===== config.mk =====
export PLATFORM = sky130hd
export DESIGN_NAME = control_unit
export DESIGN_NICKNAME = d
export VERILOG_FILES = /design/src/rtl/cpu_pkg.sv /design/src/rtl/instr_decode.sv /design/src/rtl/control_unit.sv
export SDC_FILE = /design/constraint.sdc
export NUM_CORES = 1
export LEC_CHECK = 0
export ABC_AREA = 1
export BUFFER_PORTS_ARGS = -buffer_cell sky130_fd_sc_hd__buf_4
export CORE_ASPECT_RATIO = 0.5
export CORE_MARGIN = 2
export CORE_UTILIZATION = 30
export CTS_CLUSTER_SIZE = 28
export DETAILED_ROUTE_END_ITERATION = 6
export GPL_ROUTABILITY_DRIVEN = 0
export MAX_ROUTING_LAYER = met4
export PLACE_DENSITY = 0.53
export RECOVER_POWER = 50
export SLEW_MARGIN = 30
export SYNTH_ARGS = -nofsm -noshare
export SYNTH_HDL_FRONTEND = slang
export SYNTH_SLANG_ARGS = --single-unit

===== constraint.sdc =====
create_clock -name clk -period 2.34 [get_ports clk]
set_input_delay 0.468 -clock clk [delete_from_list [all_inputs] [get_ports clk]]
set_output_delay 0.468 -clock clk [all_outputs]
set_load 0.01 [all_outputs]

===== src/rtl/cpu_pkg.sv =====
// Shared definitions for the 8-bit CPU control path: FSM states, instruction
// field positions and the NZCV flag order used by both sequencer and ALU.
package cpu_pkg;

   typedef enum logic [2:0] {
      ST_IDLE  = 3'd0,
      ST_FETCH = 3'd1,
      ST_EXEC  = 3'd2,
      ST_WB    = 3'd3,
      ST_HALT  = 3'd4
   } state_t;

   localparam int INSTR_W  = 9;
   localparam int HALT_BIT = 8;
   localparam int OP_LSB   = 5;
   localparam int OP_W     = 3;
   localparam int RD_LSB   = 3;
   localparam int RS_LSB   = 1;
   localparam int REG_W    = 2;
   localparam int S_BIT    = 0;

   localparam int FLAG_N = 3;
   localparam int FLAG_Z = 2;
   localparam int FLAG_C = 1;
   localparam int FLAG_V = 0;

   typedef struct packed {
      logic             halt;
      logic [OP_W-1:0]  op;
      logic [REG_W-1:0] rd;
      logic [REG_W-1:0] rs;
      logic             s;
   } instr_t;

endpackage


===== src/rtl/instr_decode.sv =====
// Splits a raw instruction word into halt/op/rd/rs/S fields.
// Purely combinational; no handshake.
module instr_decode
   import cpu_pkg::*;
(
   input  logic [INSTR_W-1:0] instr,
   output instr_t             fields
);

   always_comb begin
      fields      = '0;
      fields.halt = instr[HALT_BIT];
      fields.op   = instr[OP_LSB +: OP_W];
      fields.rd   = instr[RD_LSB +: REG_W];
      fields.rs   = instr[RS_LSB +: REG_W];
      fields.s    = instr[S_BIT];
   end

endmodule


===== src/rtl/control_unit.sv =====
// Multi-cycle sequencer: FETCH -> EXEC -> WB, three cycles per instruction.
// Backpressure: instr_ready only in FETCH; a stalled fetch waits with pc held.
module control_unit
   import cpu_pkg::*;
#(
   parameter int PC_W     = 8,
   parameter int RESET_PC = 0
) (
   input  logic                 clk,
   input  logic                 rst_n,
   input  logic                 start,
   input  logic                 instr_valid,
   input  logic [INSTR_W-1:0]   instr,
   output logic                 instr_ready,
   output logic [PC_W-1:0]      pc,
   output logic [OP_W-1:0]      alu_op,
   output logic [REG_W-1:0]     rs_a,
   output logic [REG_W-1:0]     rs_b,
   input  logic [3:0]           alu_nzcv,
   output logic                 rf_we,
   output logic [REG_W-1:0]     rf_waddr,
   output logic [3:0]           flags,
   output logic                 busy,
   output logic                 halted
);

   localparam logic [PC_W-1:0] PC_INIT = PC_W'(RESET_PC);

   state_t state;
   state_t state_nxt;
   instr_t dec;
   logic   ir_s;
   logic   fetch_hs;

   instr_decode u_decode (
      .instr  (instr),
      .fields (dec)
   );

   assign fetch_hs = (state == ST_FETCH) && instr_valid;

   always_ff @(posedge clk or negedge rst_n) begin
      if (!rst_n) state <= ST_IDLE;
      else        state <= state_nxt;
   end

   always_comb begin
      state_nxt = state;
      case (state)
         ST_IDLE:  if (start) state_nxt = ST_FETCH;
         ST_FETCH: if (instr_valid) state_nxt = dec.halt ? ST_HALT : ST_EXEC;
         ST_EXEC:  state_nxt = ST_WB;
         ST_WB:    state_nxt = ST_FETCH;
         ST_HALT:  if (start) state_nxt = ST_FETCH;
         default:  state_nxt = ST_IDLE;
      endcase
   end

   always_comb begin
      instr_ready = (state == ST_FETCH);
      rf_we       = (state == ST_WB);
      busy        = (state == ST_FETCH) || (state == ST_EXEC) || (state == ST_WB);
      halted      = (state == ST_HALT);
   end

   // Operand fields load at the handshake so they are already valid on EXEC entry;
   // a HALT word leaves them untouched so the last executed operation stays visible.
   always_ff @(posedge clk or negedge rst_n) begin
      if (!rst_n) begin
         pc     <= PC_INIT;
         ir_s   <= 1'b0;
         alu_op <= '0;
         rs_a   <= '0;
         rs_b   <= '0;
         flags  <= '0;
      end else begin
         if (fetch_hs) begin
            ir_s <= dec.s;
            if (!dec.halt) begin
               alu_op <= dec.op;
               rs_a   <= dec.rd;
               rs_b   <= dec.rs;
            end
         end
         if (state == ST_WB) begin
            pc <= pc + PC_W'(1);
            if (ir_s) flags <= alu_nzcv;
         end
         if ((state == ST_HALT) && start) pc <= PC_INIT;
      end
   end

   assign rf_waddr = rs_a;

endmodule


==> flow_summary.toml, run 1 <==
[drt]
drt_iter0_markers = 20
ant_nets = 0
viasPerCell = 4.16
drtPass1Iterations = 4
drt-total-wl_mm = 2.30
vias = 966
drcViolationCount = 0
avgRoutedWirePerCell_um = 9.92

[sta]
slew_violations = 0
fin_hold_ws_ps = 437
final.setup_skew_ps = 7.84
fin_crit_ps = 1880
rsz0062_at_grt = "false"
fmax_mhz = 533
setup_viol = 0
min_period_over_period_pct = 80.1
hold_violations = 0
tns_ps = 0
slew_headroom_pct = 18.5
worstMarginPinSlew_ps = 1220

[synthesis]
synth_seq_area_share_pct = 49.8
ys_async_sr_fraction_pct = 100
synth_top_area_share_pct = 49.8
yosysUniqueCellTypes = 19
synth_top_area_cell = "dfrtp_1"
synth_nets = 157
synth_cells = 139
syn_avg_cell_area_um2 = 8.31
synth_seq_cells = 23
yosysWarnings = 0
synth_edf_count = 0
ys.flop_type = "dfrtp_1"
netlist_top_cells_area = "dfrtp_1, nand2_1, nand3_1, inv_1, o21ai_2"
netlist_area_um2 = 1150

[cells_and_area]
num_antenna_cells = 0
nNetsFinal = 200
layout-drive-gt1-share_pct = 24.9
layout-area-overhead-vs-synth_pct = 29.6
final_area_um2 = 1500

[pwr]
p_per_area_nw_per_um2 = 1120
peakVddDrop_mv = 0.358
leakage_nw = 0.802
total_power_mw = 1.68

[run]
cap_viol_max_count = 0

[clock_tree]
cts.repair.resized = 0
cts_tree = "done"
cts_buffer_depth = 2
clk_pin_slew_ps = 80
post-cts-setup-buffers = 0
cts_made_buffers = 3
cts_root_buffer = "clkbuf_8"
clk_latency_ps = 260
cts_sinks = 23
htreeDepth = 1
holdBufCountCts = 0

[die]
fp-row-count = 15
ios = 42
die_x_um = 91.7
dieArea_um2 = 4390
core_um2 = 3570
die_y_um = 47.9
start_util_pct = 32.4

[placement]
place_hpwl_mm = 1.76
io_buffers = 41
dpl_cell_area_um2 = 1500

[worst_setup_path]
cp_cell_sequence = "nor3_1 -> buf_4"
crit_family = "simple AND/OR/NAND/NOR gates"
critPathBufInv = 1
slowest_delay_ps = 490
cp.required_ps = 1870
cp_max_fo = 5
worstSetupEndpointType = "output pin"
worst_ep_arrival_time_ps = 1410
worst-setup-path-type = "reg -> out"
slowest_stage = "nor3_1"
cp-start-kind = "register"

[global_routing]
antenna_found_initial = 0
grt_pass1_wl_mm = 3.78
grt_pass1_vias = 855
track_usage_pct = 11.7
grt_max_degree = 24
grt_overflow_total = 0

[status]
status = "completed"

[hold_path]
hold_class = "in -> async"
==> layout by cell type, fill, tap and decap left out <==
cell	instances
nand2_1	38
clkbuf_1	10
xor2_1	2
nand4_1	3
nor3_1	1
nor2_1	11
o21bai_1	1
dfrtp_1	23
nand3b_2	1
o21ai_0	4
o22ai_1	1
buf_4	33
inv_1	21
a21oi_1	3
nand3_1	16
ha_1	1
nor2_2	1
clkbuf_8	3
o21ai_2	7
and3_1	1
==> final timing paths <==
check / start / endpoint / slack (ps) / cells after the start
max: state[2] / instr_ready / 460 / 2
min in group clk: alu_nzcv[2] / flags[2] / 440 / 3
max reg2reg: state[2] / alu_op[0] / 650 / 4
min: rst_n / state[0] / 440 / 1
max in group asynchronous: rst_n / flags[1] / 1170 / 1
min reg2reg: flags[0] / flags[0] / 470 / 2
==> sequential cells by signal (all words and copies together) (netlist names) <==
signal    cells
ir_s          1
state         3
pc            8
flags         4
rf_waddr      2
alu_op        3
rs_b          2
==> cell type report <==
type,instances,area (um2)
multi-input cells,91,452
repair buffers,42,282
clock buffers,4,45.0
well taps,51,63.8
inverters,21,78.8
fillers,392,2070
flip-flops and latches,23,576
==> power breakdown <==
part           leakage (nW)  internal, mW  switching [mW]
Sequential            0.290         0.559           0.154
Combinational         0.489         0.326           0.401
Clock                0.0228         0.121           0.120
==> worst register-to-register path, delay by kind of cell, from the launching register on <==
| kind | cells | cell delay (ps) |
|---|---|---|
| AO/OA/AOI/OAI | 1 | 60 |
| flip-flops | 1 | 430 |
| AND/OR/NAND/NOR | 3 | 1080 |
==> kinds of logic after synthesis <==
logic type / after synthesis / synth area share, %
flip-flops: 23 / 49.8
adder cells (fa/ha/maj): 1 / 1.08
AO/OA/AOI/OAI: 16 / 9.53
XOR/XNOR: 2 / 1.52
AND/OR/NAND/NOR: 72 / 28.0
buffers and inverters: 25 / 10.1
==> metrics by stage <==
stage | instances | util [%] | setup WS, ps
5_1_grt | 232 | 42.0 | 320
4_1_cts | 232 | 43.2 | 578
3_5_place_dp | 228 | 42.0 | 887
6_report | 232 | 42.0 | 465
3_3_place_gp | 228 | 42.0 | 914
2_1_floorplan | 139 | - | 993
==> cell usage after synthesis (2+ instances only) <==
master,instances
nand2_1,38
dfrtp_1,23
inv_1,21
nand3_1,16
nor2_1,11
o21ai_2,7
o21ai_0,4
a21oi_1,3
nand4_1,3
buf_4,2
buf_6,2
xor2_1,2
==> metal layers <==
layer  wire (um)  global-route usage [%]  share of wire, %  vias up
li1            -                       -                 -      524
met1        1090                    14.3                47      420
met2        1080                    19.6                47       20
met3         108                    3.46               4.7        2
met4          19                    3.58              0.83        0
met5           0                       -                 0        -
No activity file was read; power rests on OpenSTA's default activity.
==> run 2, diff against run 1 <==
ABC_AREA = 0   (was 1)
clock period = 1.9 ns   (was 2.34 ns; I/O delays follow)
==> run 2 against run 1 <==
  * Design area is 3.1% lower
  * Critical path depth up 2
  * Final cell count shrank 19%
  * Combinational power rose by 30%
  * Setup slack worse by 300 ps
  * First-iteration DRC count grew 80%
  * Via count fell by 14%
  * Power rose by 26%
  * Clock skew decreased by 6.1 ps
  * Utilization is 0.20 points lower
  * Non-clock buffer count increased by 3
  * Sequential power grew 23%
  * Critical endpoint is now halted
  * Largest power group unchanged
==> flow_summary.toml, run 2 <==
[worst_setup_path]
cp_cell_sequence = "clkbuf_1 -> nor2_1 -> and2_1 -> buf_4"
slowest_delay_ps = 450
cp_max_fo = 6
r2r_slack_ps = 240
cp.required_ps = 1520
worst_ep_arrival_time_ps = 1360
critPathBufInv = 2
slowest_stage = "dfrtp_1"
crit_family = "flip-flops"
worstSetupEndpointType = "output pin"
worst-setup-path-type = "reg -> out"
cp-start-kind = "register"

[sta]
fin_crit_ps = 1740
min_period_over_period_pct = 91.5
hold_violations = 0
slew_headroom_pct = 18.6
fin_hold_ws_ps = 340
setup_viol = 0
rsz0062_at_grt = "false"
final.setup_skew_ps = 1.72
fmax_mhz = 575
slew_violations = 0
tns_ps = 0
worstMarginPinSlew_ps = 1220

[global_routing]
grt_pass1_vias = 661
antenna_found_initial = 0
grt_max_degree = 24
grt_pass1_wl_mm = 3.26
grt_overflow_total = 0
track_usage_pct = 11.2

[placement]
dp_cells = 182
io_buffers = 41
place_hpwl_mm = 1.63

[cells_and_area]
regArea_um2 = 576
layout-drive-gt1-share_pct = 39.0
num_antenna_cells = 0
fillCellCount = 375
final_cell_mix = "buf_4, dfrtp_1, clkbuf_1, nand2_1, a21oi_1"
top_regs = "pc x8, flags x4"
nNetsFinal = 155
layoutNonFillerInstCount = 187
regMostFlops = "pc"
largest_reg_flops = 8
layout-area-overhead-vs-synth_pct = 32.3
multiInputGateArea_um2 = 460
final_common_cell = "buf_4"

[run]
cap_viol_max_count = 0

[pwr]
p_per_area_nw_per_um2 = 1470
leakage_nw = 0.675
peakVddDrop_mv = 0.407
total_power_mw = 2.12

[drt]
drtPass1Iterations = 4
viasPerCell = 4.46
vias = 834
avgRoutedWirePerCell_um = 11.7
drt-total-wl_mm = 2.19
drt_iter0_markers = 36
drcViolationCount = 0
ant_nets = 0

[synthesis]
yosysUniqueCellTypes = 30
yosysWarnings = 0
ys_async_sr_fraction_pct = 100
synth_seq_cells = 23
synth_top_area_share_pct = 52.5
synth_cells = 94
synth_seq_area_share_pct = 52.5
synth_edf_count = 0
synth_top_area_cell = "dfrtp_1"
yosys.cell_count.top_type = "dfrtp_1"
ys.flop_type = "dfrtp_1"
netlist_area_um2 = 1100
netlist_top_cells_area = "dfrtp_1, mux2_4, mux2_2, a21oi_1, nand2_1"
syn_avg_cell_area_um2 = 11.7
synth_nets = 112
synth_commonest_cells = "dfrtp_1, nand2_1, a21oi_1"

[status]
status = "completed"

[clock_tree]
cts_root_buffer = "clkbuf_8"
cts_sinks = 23
cts_made_buffers = 3
clk_pin_slew_ps = 80
clk_latency_ps = 260
cts_tree = "done"
cts_buffer_depth = 2
htreeDepth = 1

[die]
core_um2 = 3470
start_util_pct = 31.6
dieArea_um2 = 4180
fp-row-count = 15
ios = 42
die_x_um = 89.5
die_y_um = 46.7

[hold_path]
hold_class = "in -> reg"
run 2: layer usage:
| metal | wire (um) | share of wire [%] | global-route usage (%) | vias up |
|---|---|---|---|---|
| met5 | 0 | 0 | - | - |
| met2 | 990 | 45 | 15.9 | 23 |
| met4 | 0 | 0 | 3.58 | 0 |
| met1 | 1060 | 48 | 14.6 | 398 |
| met3 | 144 | 6.6 | 4.39 | 0 |
| li1 | - | - | - | 413 |
run 2: final timing paths:
kind	start	end	cells past startpoint
setup / recovery	state[0]	halted	4
hold / removal	instr[3]	rf_waddr[0]	2
setup reg to reg	state[2]	pc[7]	5
hold reg to reg	flags[0]	flags[0]	1
max in group asynchronous	rst_n	pc[1]	1
min in group asynchronous	rst_n	state[2]	1
run 2: layout make-up:
type                            count  share of cell area [%]
Clock buffer                        3                    2.85
Multi-Input combinational cell     62                    31.8
Sequential cell                    23                    39.7
Tap cell                           51                    4.40
Inverter                            2                   0.518
Clock inverter                      1                   0.345
Timing Repair Buffer               45                    20.4
run 2: worst register-to-register path, cell delays in order, from the launching register on:
cell and delay [ps]:
dfrtp_1 390, buf_4 170, nand3b_1 190, buf_4 180
or4_1 490, a21oi_1 160
run 2: stage by stage:
stage,util [%],setup slack [ps],instance area [um2]
floorplan,-,444,1100
global placement,41.4,217,1440
detailed placement,41.4,186,1440
CTS,42.7,65.6,1480
global route,41.8,25.6,1450
finish,41.8,161,1450
run 2: power by group:
part / switching (mW) / total [mW] / internal (mW)
logic: 0.423 / 0.947 / 0.525
registers: 0.170 / 0.877 / 0.706
clock network: 0.155 / 0.301 / 0.146
total: 0.747 / 2.12 / 1.38
run 2: cell families (layout without fill, tap and decap cells):
family / count (synthesis) / in the layout / share of synthesized area (%)
AOI/OAI and AO/OA: 14 / 14 / 7.08
xor gates and xnor gates: 1 / 1 / 0.799
adders and majority gates: 1 / 1 / 1.14
buffers and inverters: 9 / 51 / 5.48
DFF: 23 / 23 / 52.5
muxes: 13 / 13 / 15.6
and+or+nand+nor: 33 / 33 / 17.4
run 2: what timing repair did:
action                                  4_1_cts  5_1_grt
resized for setup                             0        1
hold endpoints to repair                      0        0
hold buffers                                  0        0
endpoints found under the setup margin        0        1
buffers inserted                              0        1
==> run 3, diff against run 2 <==
REMOVE_ABC_BUFFERS = 1   (was default)
==> run 3 against run 2 <==
  * Count of clock-buffer cells in the layout is the same
  * Sequential power shrank 2%
  * Maximum frequency grew 3.0%
  * Hold slack gained 0.60 ps
  * Combinational power grew 3.1%
  * Final cell count is the same
  * Power grew 0.55%
  * Via count shrank 1.1%
  * Critical path depth is the same
  * Die area is the same
  * Setup slack gained 50 ps
==> flow_summary.toml, run 3 (synthesis gave the netlist of run 2 again) <==
[status]
status = "completed"

[die]
fp-row-count = 15
ios = 42
die_x_um = 89.5
dieArea_um2 = 4180
die_y_um = 46.7
start_util_pct = 31.6
core_um2 = 3470

[sta]
min_period_over_period_pct = 88.9
slew_headroom_pct = 17.3
final.setup_skew_ps = 5.30
worstMarginPinSlew_ps = 1240
rsz0062_at_grt = "false"
setup_viol = 0
hold_violations = 0
fin_ws_ps = 212
slew_violations = 0
tns_ps = 0
fmax_mhz = 592
fin_crit_ps = 1690

[worst_setup_path]
worst-setup-path-type = "reg -> out"
worst_r2r_endpoint = "alu_op[0]"
r2r_slack_ps = 290
worst_ep_arrival_time_ps = 1310
worstRegToRegCells = 2
cp_max_fo = 12
cp.required_ps = 1520
worstSetupEndpointType = "output pin"
r2r-start = "state[2]"
cp-start-kind = "register"

[cells_and_area]
top_regs = "pc x8, flags x4"
final_cell_mix = "buf_4, dfrtp_1, clkbuf_1, nand2_1, a21oi_1"
layout-area-overhead-vs-synth_pct = 32.6
final_area_um2 = 1450
regMostFlops = "pc"
fillCellCount = 356
largest_reg_flops = 8
layout-drive-gt1-share_pct = 39.0
nNetsFinal = 155
num_antenna_cells = 0
final_common_cell = "buf_4"

[placement]
dpl_cell_area_um2 = 1450
place_ws_ps = 179
place_hpwl_mm = 1.69
io_buffers = 41

[clock_tree]
cts_root_buffer = "clkbuf_8"
cts_tree = "done"
cts.repair.resized = 0
htreeDepth = 1
post-cts-setup-buffers = 0
holdBufCountCts = 0
cts_made_buffers = 3
clk_latency_ps = 260
clk_pin_slew_ps = 80
cts_buffer_depth = 2
cts_sinks = 23

[global_routing]
grt_pass1_vias = 790
grt_pass1_wl_mm = 3.73
grt_max_degree = 24
track_usage_pct = 12.6
antenna_found_initial = 0
grt_overflow_total = 0

[hold_path]
holdPathStages = 2
hold_end = "alu_op[2]"
hp-start = "instr[7]"
hold_class = "in -> reg"

[drt]
ant_nets = 0
viasPerCell = 4.41
drcViolationCount = 0
drtPass1Iterations = 2
drt-total-wl_mm = 2.24
drt_iter0_markers = 36
avgRoutedWirePerCell_um = 12.0
vias = 825

[pwr]
clockPowerShare_pct = 14.0
sw_frac_of_total_pct = 35.1
seqPwrFrac_pct = 40.4
p_int_mw = 1.39
peakVddDrop_mv = 0.298
p_per_area_nw_per_um2 = 1470
comb_power_share_pct = 45.7
power.switching_mw = 0.751
leakage_nw = 0.681

[run]
cap_viol_max_count = 0
==> run 3: cell count changes in the layout (fill, tap and decap cells not counted) <==
cell      previous run  this run
inv_1                1         2
buf_4               34        35
clkbuf_1            11        10
inv_2                1         0
==> run 3: worst max-delay path by stage <==
stage / slack [ps] / startpoint / endpoint
3_5_place_dp: 180 / instr[8] / rf_waddr[0]
3_3_place_gp: 200 / instr[8] / rs_b[1]
2_1_floorplan: 250 / state[2] / alu_op[0]
4_1_cts: 190 / state[2] / rf_we
5_1_grt: 110 / state[2] / rf_we
6_report: 210 / state[2] / rf_we
==> run 3: final cells by class <==
cell class,instances,area [um2],area share [%]
clock inverters,1,5.00,0.344
inverters,2,7.51,0.516
multi-input cells,62,460,31.7
well taps,51,63.8,4.39
clock buffers,3,41.3,2.84
repair buffers,45,300,20.7
flip-flops and latches,23,576,39.6
==> run 3: stage by stage <==
step	hold WS, ps	power (mW)	std cells	utilization, %
after floorplan	84.4	1.40	87	-
after global placement	299	1.93	183	41.6
after detailed placement	297	1.95	183	41.6
after CTS	5.04	2.26	187	43.0
after global routing	329	2.33	187	41.9
final	341	2.14	187	41.9
==> run 3: metal layers <==
| metal | up-vias | global-route usage [%] | share of wire [%] |
|---|---|---|---|
| li1 | 413 | - | - |
| met3 | 0 | 3.69 | 3.5 |
| met1 | 398 | 16.9 | 47 |
| met2 | 14 | 18.2 | 49 |
| met4 | 0 | 4.48 | 0 |
| met5 | - | - | 0 |
==> run 3: power by group through the flow <==
stage | registers [mW] | clock network, mW | logic [mW]
floorplan | 0.988 | 0 | 0.408
global placement | 0.875 | 0 | 1.06
detailed placement | 0.877 | 0 | 1.07
CTS | 0.871 | 0.314 | 1.07
global route | 0.906 | 0.332 | 1.10
finish | 0.862 | 0.298 | 0.976
==> run 3: worst max-delay path, stage by stage (launching register included) <==
cell and delay, ps:
dfrtp_1 370, buf_4 160, nand3b_1 210, inv_1 160, buf_4 150
